## config.mk

```make
export PLATFORM = sky130hd
export DESIGN_NAME = lsu
export DESIGN_NICKNAME = d
export VERILOG_FILES = /design/src/rtl/lsu_pkg.sv /design/src/rtl/lsu_align.sv /design/src/rtl/lsu.sv
export SDC_FILE = /design/constraint.sdc
export NUM_CORES = 1
export LEC_CHECK = 0
export CELL_PAD_IN_SITES_DETAIL_PLACEMENT = 1
export CELL_PAD_IN_SITES_GLOBAL_PLACEMENT = 1
export CORE_MARGIN = 8
export CORE_UTILIZATION = 33
export CTS_BUF_LIST = sky130_fd_sc_hd__clkbuf_8
export CTS_CLUSTER_SIZE = 25
export DETAILED_ROUTE_END_ITERATION = 8
export PLACE_DENSITY = 0.91
export REMOVE_ABC_BUFFERS = 1
export SLEW_MARGIN = 20
export SYNTH_ARGS = -nofsm -noshare
export SYNTH_HDL_FRONTEND = slang
export SYNTH_SLANG_ARGS = --single-unit
```

## constraint.sdc

```tcl
create_clock -name clk -period 2.45 [get_ports clk]
set_input_delay 0.3675 -clock clk [delete_from_list [all_inputs] [get_ports clk]]
set_output_delay 0.3675 -clock clk [all_outputs]
set_load 0.01 [all_outputs]
```

## src/rtl/lsu_pkg.sv

```systemverilog
// LSU shared types: bus widths, access-size and FSM state encodings.
// Also holds the alignment check used at request acceptance.
package lsu_pkg;

  localparam int DW = 32;
  localparam int AW = 32;

  typedef enum logic [1:0] {
    SIZE_B = 2'b00,
    SIZE_H = 2'b01,
    SIZE_W = 2'b10,
    SIZE_X = 2'b11
  } size_e;

  typedef enum logic [1:0] {
    IDLE  = 2'b00,
    READ  = 2'b01,
    WRITE = 2'b10,
    RESP  = 2'b11
  } state_e;

  function automatic logic is_misaligned(
    input logic [1:0] size,
    input logic [1:0] off
  );
    logic m;
    m = 1'b0;
    unique case (1'b1)
      size == SIZE_H: m = off[0];
      size == SIZE_W: m = |off;
      size == SIZE_X: m = 1'b1;
      default:        m = 1'b0;
    endcase
    return m;
  endfunction

endpackage

```

## src/rtl/lsu_align.sv

```systemverilog
// Load lane extraction/extension and sub-word store merge (combinational).
// word_i: bus word, off_i: byte offset, size_i/uns_i: access; ld_o/st_o.
module lsu_align
  import lsu_pkg::*;
(
  input  logic [DW-1:0] word_i,
  input  logic [1:0]    off_i,
  input  logic [1:0]    size_i,
  input  logic          uns_i,
  input  logic [DW-1:0] wdata_i,
  output logic [DW-1:0] ld_o,
  output logic [DW-1:0] st_o
);

  logic [7:0]  b;
  logic [15:0] h;

  always_comb begin
    b    = word_i[{off_i, 3'b000} +: 8];
    h    = word_i[{off_i[1], 4'b0000} +: 16];
    ld_o = word_i;
    st_o = word_i;
    case (size_i)
      SIZE_B: begin
        ld_o = {{24{~uns_i & b[7]}}, b};
        st_o[{off_i, 3'b000} +: 8] = wdata_i[7:0];
      end
      SIZE_H: begin
        ld_o = {{16{~uns_i & h[15]}}, h};
        st_o[{off_i[1], 4'b0000} +: 16] = wdata_i[15:0];
      end
      default: begin
        ld_o = word_i;
        st_o = wdata_i;
      end
    endcase
  end

endmodule

```

## src/rtl/lsu.sv

```systemverilog
// Load/store unit: one request at a time onto a simple word bus.
// Ports: req_* handshake in, resp_* pulse out, bus_* peripheral side.
module lsu
  import lsu_pkg::*;
#(
  parameter int BUS_RD_LAT = 1
) (
  input  logic          clk,
  input  logic          rst,
  input  logic          req_valid,
  output logic          req_ready,
  input  logic          req_we,
  input  logic [1:0]    req_size,
  input  logic          req_unsigned,
  input  logic [AW-1:0] req_addr,
  input  logic [DW-1:0] req_wdata,
  output logic          resp_valid,
  output logic [DW-1:0] resp_rdata,
  output logic          resp_misalign,
  output logic          bus_rw,
  output logic [AW-1:0] bus_addr,
  output logic [DW-1:0] bus_wdata,
  input  logic [DW-1:0] bus_rdata
);

  localparam logic [1:0] LAST = 2'(BUS_RD_LAT - 1);

  state_e        state_q, state_d;
  logic [1:0]    cnt_q, cnt_d;
  logic [1:0]    size_q, size_d;
  logic [AW-1:0] addr_q, addr_d;
  logic [DW-1:0] wdata_q, wdata_d;
  logic [DW-1:0] word_q, word_d;
  logic          we_q, we_d;
  logic          uns_q, uns_d;
  logic          mis_q, mis_d;
  logic [DW-1:0] ld_data, st_data;

  lsu_align u_align (
    .word_i  (word_q),
    .off_i   (addr_q[1:0]),
    .size_i  (size_q),
    .uns_i   (uns_q),
    .wdata_i (wdata_q),
    .ld_o    (ld_data),
    .st_o    (st_data)
  );

  assign bus_addr = {addr_q[AW-1:2], 2'b00};

  always_comb begin
    state_d       = state_q;
    cnt_d         = cnt_q;
    size_d        = size_q;
    addr_d        = addr_q;
    wdata_d       = wdata_q;
    word_d        = word_q;
    we_d          = we_q;
    uns_d         = uns_q;
    mis_d         = mis_q;
    req_ready     = 1'b0;
    resp_valid    = 1'b0;
    resp_rdata    = '0;
    resp_misalign = 1'b0;
    bus_rw        = 1'b0;
    bus_wdata     = '0;
    unique case (state_q)
      IDLE: begin
        req_ready = 1'b1;
        if (req_valid) begin
          size_d  = req_size;
          addr_d  = req_addr;
          wdata_d = req_wdata;
          we_d    = req_we;
          uns_d   = req_unsigned;
          cnt_d   = '0;
          mis_d   = is_misaligned(req_size, req_addr[1:0]);
          if (mis_d)
            state_d = RESP;
          else if (req_we && req_size == SIZE_W)
            state_d = WRITE;
          else
            state_d = READ;
        end
      end
      READ: begin
        if (cnt_q == LAST) begin
          word_d  = bus_rdata;
          cnt_d   = '0;
          // sub-word stores read-modify-write
          state_d = we_q ? WRITE : RESP;
        end else begin
          cnt_d = cnt_q + 2'd1;
        end
      end
      WRITE: begin
        bus_rw     = 1'b1;
        bus_wdata  = st_data;
        resp_valid = 1'b1;
        state_d    = IDLE;
      end
      RESP: begin
        resp_valid    = 1'b1;
        resp_misalign = mis_q;
        resp_rdata    = mis_q ? '0 : ld_data;
        state_d       = IDLE;
      end
    endcase
  end

  always_ff @(posedge clk) begin
    if (rst) begin
      state_q <= IDLE;
      cnt_q   <= '0;
      size_q  <= '0;
      addr_q  <= '0;
      wdata_q <= '0;
      word_q  <= '0;
      we_q    <= 1'b0;
      uns_q   <= 1'b0;
      mis_q   <= 1'b0;
    end else begin
      state_q <= state_d;
      cnt_q   <= cnt_d;
      size_q  <= size_d;
      addr_q  <= addr_d;
      wdata_q <= wdata_d;
      word_q  <= word_d;
      we_q    <= we_d;
      uns_q   <= uns_d;
      mis_q   <= mis_d;
    end
  end

endmodule

```

* Word level (Yosys, flattened, before mapping)
Index checks and enable logic that the tools add are counted. W data, S select, Z words.
Storage, ports and cells: register bits after elaboration 105, bits in latches 0, bits in writable memories 0, memory bits (read-only) 0, bits of input ports 103, output and inout bits 100, logic and storage cells 64, memories kept 0
Cells by class: $add $sub $neg 3, multiply operators 0, div/mod/pow operators 0, order comparisons 0, equality and inequality tests 9, shift-type cells 6, mux-type cells 23, bitwise gates (word level) 3, reductions and logical operators 11
Operators with widths (count):
- $pmux W32 S2 | 2
- $mux W32 | 3
- $bwmux W32 | 2
- $shift A16 B7 Y32 const A | 1
- $shift A8 B7 Y32 const A | 1
- $shiftx A16 B7 Y32 | 1
- $shiftx A32 B6 Y16 | 1
- $shiftx A32 B6 Y8 | 1
- $shiftx A8 B7 Y32 | 1
- $neg A5 Y7 | 2
- $mux W2 | 6
- $eq A2 B2 Y1 const B | 4
- $reduce_and A2 Y1 | 4
- $mux W1 | 7
- $eq A2 B1 Y1 const B | 3
- $logic_not A2 Y1 | 3
- $pmux W2 S3 | 1
- $ne A2 B2 Y1 const B | 2
- $pmux W2 S2 | 1
- $reduce_or A2 Y1 | 2
- $pmux W1 S3 | 1
- $add A2 B1 Y2 const B | 1
- $and A1 B1 Y1 | 2
- $reduce_bool A2 Y1 | 1
- other kinds (2) | 2

* Depth between registers and ports, before layout
depth in word-level cells 7, mapped depth 9, gate-level depth less buffers 6

* Cells and area by module
Synthesis repeated with hierarchy kept, for this count alone.
Second synthesis, totals: cells, all modules 832, area, all modules 6353.6 µm²
Modules (own cells, without submodules):
- lsu | instances 1, cells an instance 576, area each 4377.9 µm², sequential area each 2102.0 µm²
- lsu_align | instances 1, cells an instance 256, area each 1975.6 µm², sequential area each 0.0 µm²

* Worst setup path after synthesis
OpenSTA, ideal clock, no wires.
path type flip-flop to output port, from register addr_q[1], to output port bus_wdata[1], arrival 2.117 ns, required time 2.082 ns, path slack -0.034 ns, stages on the path, launching flop included 9, path buffers 2, path through dfxtp_1 -> buf_4 -> inv_2 -> buf_6 -> ha_1 -> or4b_1 -> nand3_2 -> a21oi_1 -> nor3_1
On the way: longest elaborated chain between the ends 5, elaborated cells on any way between the ends 10, those cells by class add/sub: 2; shift: 4; mux: 4
RTL lines:
- start: declaration | line lsu.sv:31 | logic [AW-1:0] addr_q, addr_d;
- start signal: assignment | line lsu.sv:126 | addr_q <= addr_d;
- $neg A5 Y7 (on tied branches) | line lsu_align.sv:30, lsu_align.sv:26
- $shiftx A16 B7 Y32 (tied with other cells) | line lsu_align.sv:30 | st_o[{off_i[1], 4'b0000} +: 16] = wdata_i[15:0];
- $bwmux W32 (on tied branches) | line lsu_align.sv:30, lsu_align.sv:26
- $pmux W32 S2 * | line lsu_align.sv:23 | case (size_i)
- $mux W32 * | line lsu.sv:67 | unique case (state_q)
- end: declaration | line lsu.sv:22 | output logic [DW-1:0] bus_wdata,
Every way passes the cells marked *; elsewhere a longest branch is shown, timed or not.

* Worst setup path in the final report
from register addr_q[1], to output port bus_wdata[24]
Same word-level chain as after synthesis.

==> results.tsv <==
stage	metric	value	unit
status	status	finished with violations	
status	violations	negative setup slack	
synth	yosys_warnings	0	
synth	synth_mux_area_share	6.316	%
flow_run	drv_cap	0	
drt	routedWlPerCell	24.39	um
synth	synth_seq_cells	105	
drt	dr_wl_met3	2998	um
synth	synth_compound_area_share	24.21	%
synth	synthArstFlopShare	0	%
sta	hold_viol	0	
drt	drt_pass1_iterations	8	
synth	syn_inst	770	
sta	max_freq	0.3701	GHz
sta	maxSlewViolCount	0	
sta	setup_tns	-8075	ps
sta	worstMarginPinSlew	522.2	ps
worst_hold_path	hp-class	input pin to flip-flop	
sta	post-route-period-util	110.3	%
pwr	p_leak	3.452	nW
worst_setup_path	crit_type	flip-flop to output port	
finish	nNetsFinal	1090	
worst_setup_path	timing.rr.start	state_q[0]	
worst_setup_path	arrival	2330	ps
synth	ys.flop_type	dfxtp_1	
pwr	power	4.533	mW
sta	grt_setup_unrepaired	true	
finish	fin_area	8971	um2
clock_tree	cts_buffers	9	
synth	netlist_top_cells_count	227 x nand2_1, 111 x a21oi_1, 105 x dfxtp_1, 35 x buf_4, 28 x clkbuf_1	
finish	drive_above_1_share	26.40	%
clock_tree	cts.clk_slew.worst_paths	130	ps
clock_tree	clk-insertion-delay-late	420	ps
drt	drt_iter0_drc	649	
drt	routed.top_layer	met5	
synth	yosys.area_share.simple	21.16	%
synth	synthAdderAreaFrac	1.504	%
pwr	irDropWorstVdd	313.8	uV
clock_tree	clock_path_buffers	2	
clock_tree	cts.sinks	105	
global_route	grtUsageTotal	23.70	%
worst_setup_path	worst_setup_path_end_kind	output port	
placement	placed_cells	1157	
worst_hold_path	holdPathStages	2	
floorplanning	rows	48	
clock_tree	cts.htree.levels	3	
synth	synth_top_family_by_area	compound AO/OA/AOI/OAI gates	
synth	synth_area	5824	um2
worst_setup_path	cp.required	2080	ps
placement	hpwl	17990	um
pwr	power.density	505.2	nW/um2
synth	synth_top_cell_area_share	36.09	%
sta	finalCriticalPeriod	2702	ps
worst_setup_path	reg2reg_depth	6	
synth	syn_avg_cell_area	7.564	um2
synth	synth_edf_count	0	
floorplanning	ios	203	
drt	wl_met2	14180	um
floorplanning	die_x	148.9	um
global_route	grt_max_degree	66	
worst_setup_path	r2r_setup_slack	420	ps
finish	seqCellArea	2112	um2
placement	portBuffers	200	
placement	detailed_place.area	8074	um2
sta	skew	29.88	ps
synth	synth.most_common_cell	nand2_1	
global_route	grt_pass1_vias	7161	
floorplanning	core_area	17300	um2
worst_setup_path	cp_max_fo	6	
synth	synth-seq-area-share	36.09	%
floorplanning	start_util	33.67	%
sta	slew_headroom	65.18	%
worst_hold_path	whs_endpoint	addr_q[25]	
synth	synth_top_area_cell	dfxtp_1	
worst_setup_path	start_kind	flip-flop	
clock_tree	cts-root-buf	clkbuf_8	
worst_hold_path	worstHoldStart	rst	
drt	drc	0	
sta	setup_violations	57	
clock_tree	cts_tree	done	
drt	met1Wirelength	10530	um
synth	yosys-top-cells-area	dfxtp_1 36%, nand2_1 15%, a21oi_1 9.5%, buf_4 4.5%, mux2i_1 3.6%	
global_route	grt-ovfl-total	0	
placement	gp_congestion	0.8553	
finish	final_cell_count_no_fill	1210	
finish	multi_input_area	3598	um2
global_route	antenna_found_initial	1	
global_route	grt_pass1_wl	40990	um
synth	synth_cell_types	47	
drt	vias_per_cell	5.791	
finish	diodes	0	
floorplanning	dieArea	22160	um2
worst_setup_path	reg2reg_to	wdata_q[5]	
synth	synth-xor-area-share	0	%
placement	dpl_worst_slack	-119.8	ps
drt	drtAntennaViolNets	0	
drt	vias	7007	
floorplanning	die_h	148.9	um
drt	drt-total-wl	29510	um
sta	final.setup.worst_slack	-252.0	ps
finish	nFillCells	2083	
finish	area_growth	54.03	%
==> critical path, cell delays in order (launching register included) <==
cell and delay (ps):
dfxtp_4 430, inv_6 60, ha_4 260, buf_6 120
nand4b_1 210, buf_6 180, buf_12 130, o221ai_2 180
a22o_1 210, buf_6 130
==> worst max path at each step <==
stage / from / to / cells after the start
5_1_grt: size_q[1] / resp_rdata[4] / 7
3_5_place_dp: addr_q[0] / bus_wdata[2] / 7
3_3_place_gp: addr_q[1] / bus_wdata[11] / 9
4_1_cts: addr_q[1] / bus_wdata[27] / 9
2_1_floorplan: addr_q[1] / bus_wdata[1] / 6
6_report: addr_q[1] / bus_wdata[24] / 9
==> routing by layer <==
| metal | global-route usage (%) | vias up |
|---|---|---|
| li1 | - | 3063 |
| met1 | 25.65 | 3354 |
| met2 | 40.27 | 437 |
| met3 | 7.706 | 151 |
| met4 | 13.38 | 2 |
| met5 | 0 | - |
==> registers in the layout, summed over array words and instances (netlist names) <==
register,flops
addr_q,32
wdata_q,32
word_q,32
cnt_q,2
size_q,2
state_q,2
mis_q,1
uns_q,1
we_q,1
==> cell families after synthesis <==
| family | after synthesis |
|---|---|
| muxes | 28 |
| buffers and inverters | 118 |
| other | 1 |
| AOI/OAI and AO/OA | 216 |
| and+or+nand+nor | 295 |
| DFF | 105 |
| adders and majority gates | 7 |
==> power by group <==
group	total [mW]	internal, mW	switching, mW
combinational	1.40	0.651	0.751
clock	1.14	0.465	0.676
sequential	1.99	1.83	0.161
total	4.53	2.94	1.59
==> layout by cell type (no fill, tap or decap), types with 9 or more instances in the layout <==
cell type	n
nand2_1	224
clkdlybuf4s50_1	135
a21oi_1	106
dfxtp_1	101
buf_4	62
buf_2	38
buf_6	38
a22o_1	23
inv_1	22
a21o_1	16
nor2_1	15
mux2i_1	15
o221ai_2	14
nor3_2	11
nor3_1	11
clkbuf_8	9
==> layout make-up <==
type                       count  area share [%]
clock buffer                   9           1.381
clock inverter                 7          0.7252
inverter                      23           1.046
multi-input combinational    548           40.11
sequential                   105           23.54
tap                          225           3.138
timing repair buffer         293           30.06
==> through the flow <==
step	hold WS, ps	utilization [%]
after global placement	440.8	46.68
after CTS	413.2	49.69
after floorplan	430.5	-
after detailed placement	447.1	46.68
after global routing	451.2	51.87
final	427.9	51.87
==> repair_timing <==
| item | 4_1_cts | 5_1_grt |
|---|---|---|
| setup buffers | 25 | 12 |
| hold buffers | 0 | 0 |
| gates cloned | 1 | 0 |
| resized for setup | 310 | 97 |
| endpoints found under the setup margin | 64 | 64 |
| endpoints found under the hold margin | 0 | 0 |
| pin swaps | 28 | 40 |
Power figures use the tool's default switching activity.
==> edit: new RTL, same flow settings <==
The package constant `AW` goes from 32 to 48.
--- a/src/rtl/lsu_pkg.sv
+++ b/src/rtl/lsu_pkg.sv
@@ -4,5 +4,5 @@
 
   localparam int DW = 32;
-  localparam int AW = 32;
+  localparam int AW = 48;
 
   typedef enum logic [1:0] {
Interface: changed (resized bus_addr and req_addr); port bits go from 203 to 235. The function was not compared with the original's and may differ.
==> edit against the unedited design <==
The run still ends with setup timing left. Total power increased by 28%. Sequential cell count increased by 16. Via count increased by 9.4%. Setup slack got worse by 0.056 ns. Final area increased by 11%. Combinational power increased by 6%. Count of clock-buffer cells in the layout increased by 15. Die area increased by 11%. Register-to-register slack improved by 0.10 ns. Area after synthesis increased by 12%. Sequential share of layout area increased by 0.94 points. Critical path depth increased by 2. Global-route usage increased by 0.064 points. Routed wire length increased by 10%. Critical endpoint is now bus_wdata[15].
==> edit: results (changes against the unedited design) <==
Slowest cell on the critical path -> a222oi_1 (was dfxtp_4)
Pre-CTS WS -> -0.104 ns (was -0.120 ns)
Drt pass-1 iters -> 6 (was 8)
Post-Syn Area per Cell -> 7.53 um^2 (was 7.56 um^2)
Failing checks -> setup timing (unchanged)
Max IR drop VDD -> 0.325 mV (was 0.314 mV)
Worst Path Arrival -> 2.39 ns (was 2.33 ns)
Post-CTS setup buffers -> 19 (was 25)
Leakage -> 3.80 nW (was 3.45 nW)
Largest delay contributor family on the critical path -> buffers and inverters (unchanged)
Pin slew with the least headroom to its limit -> 0.577 ns (was 0.522 ns)
Total Routing Usage GR -> 0.238 (was 0.237)
HPWL Detailed -> 19,700 um (was 18,000 um)
Top cells by count, synth -> 266 x nand2_1, 128 x a21oi_1, 121 x dfxtp_1 (was 227 x nand2_1, 111 x a21oi_1, 105 x dfxtp_1)
Gpl congestion -> 0.873 (was 0.855)
Fin worst setup slack -> -0.308 ns (was -0.252 ns)
Setup Skew -> 0.0119 ns (was 0.0299 ns)
Post-layout nets -> 1,206 (was 1,090)
Inst Count DP -> 1,294 (was 1,157)
Top flop regs -> addr_q: 48 flops, wdata_q: 32 flops, word_q: 32 flops (was addr_q: 32 flops, wdata_q: 32 flops, word_q: 32 flops)
H-tree depth -> 4 (was 3)
Crit-path max FO -> 4 (was 6)
Clock buffer count from CTS -> 17 (was 9)
Routed WL -> 32,500 um (was 29,500 um)
Synth top area cells -> dfxtp_1 37%, nand2_1 15%, a21oi_1 9.8% (was dfxtp_1 36%, nand2_1 15%, a21oi_1 9.5%)
Sequential element share of the synthesized area -> 0.370 (was 0.361)
Final std cells w/o fill -> 1,357 (was 1,210)
# port buffers -> 232 (was 200)
DR iter-0 viols -> 692 (was 649)
Status -> complete, but fails checks (unchanged)
Vias in the first global route -> 7,954 (was 7,161)
Layout cell share with drive strength beyond 1 -> 0.222 (was 0.264)
CP peak stage delay -> 0.36 ns (was 0.43 ns)
Largest net degree at the start of global routing -> 87 (was 66)
Yosys warning count -> 0 (unchanged)
Clock transition at the registers of the reported paths -> 0.07 ns (was 0.13 ns)
Vias -> 7,669 (was 7,007)
Worst Hold Depth -> 2 (unchanged)
Tightest Hold Check Type -> in -> reg (unchanged)
Setup violators final -> 57 (unchanged)
Clk buf depth -> 2 (unchanged)
Setup_tns -> -9.18 ns (was -8.08 ns)
Worst-skew pair later-pin latency -> 0.44 ns (was 0.42 ns)
First-pass GRT wire length -> 45,100 um (was 41,000 um)
Initial antenna violation count -> 6 (was 1)
-- edit: cell count changes in the layout (fill, tap and decap cells not counted), sizes merged, moves of 7 or more --
cell,delta
a21oi,+16
a311oi,-7
buf,-21
clkbuf,+13
clkdlybuf4s50,+32
dfxtp,+16
nand2,+39
nor3,-7
o21ai,+22
-- edit: logic make-up after synthesis --
family | Yosys count | synth area share
and+or+nand+nor | 321 | 0.204
buffers and inverters | 146 | 0.126
DFF | 121 | 0.370
adders and majority gates | 7 | 0.0134
AOI/OAI and AO/OA | 245 | 0.231
muxes | 27 | 0.0547
other | 1 | 0.000574
-- edit: worst paths after layout --
path              slack [ns]             to        from
setup / recovery       -0.31  bus_wdata[15]   addr_q[1]
hold / removal          0.41     addr_q[42]         rst
setup reg to reg        0.52    wdata_q[14]  state_q[0]
hold reg to reg         0.45     addr_q[38]  addr_q[38]
-- edit: routing by layer --
layer	vias to the layer above	wire length, um	track usage
li1	3342	-	-
met1	3631	11500	0.248
met2	508	15200	0.399
met3	178	3440	0.0918
met4	10	2300	0.146
met5	-	59	0
-- edit: layout make-up --
cell class	count	area (um^2)
Inverter	31	134
Clock buffer	24	330
Sequential cell	121	2440
Multi-Input combinational cell	602	3700
Tap cell	265	332
Fill cell	2292	9510
Antenna cell	1	2.50
Clock inverter	6	110
Timing Repair Buffer	307	2910
-- edit: where the power goes --
part / internal (W) / switching, W / leakage (nW)
combinational: 0.000683 / 0.000798 / 2.59
sequential: 0.00211 / 0.000177 / 0.993
clock: 0.00119 / 0.000847 / 0.219
total: 0.00398 / 0.00182 / 3.80
-- edit: stage by stage --
stage	utilization	instance area, um^2
after global placement	0.458	8910
after global routing	0.511	9950
final	0.511	9950
after detailed placement	0.458	8910
after floorplan	-	5840
after CTS	0.495	9640
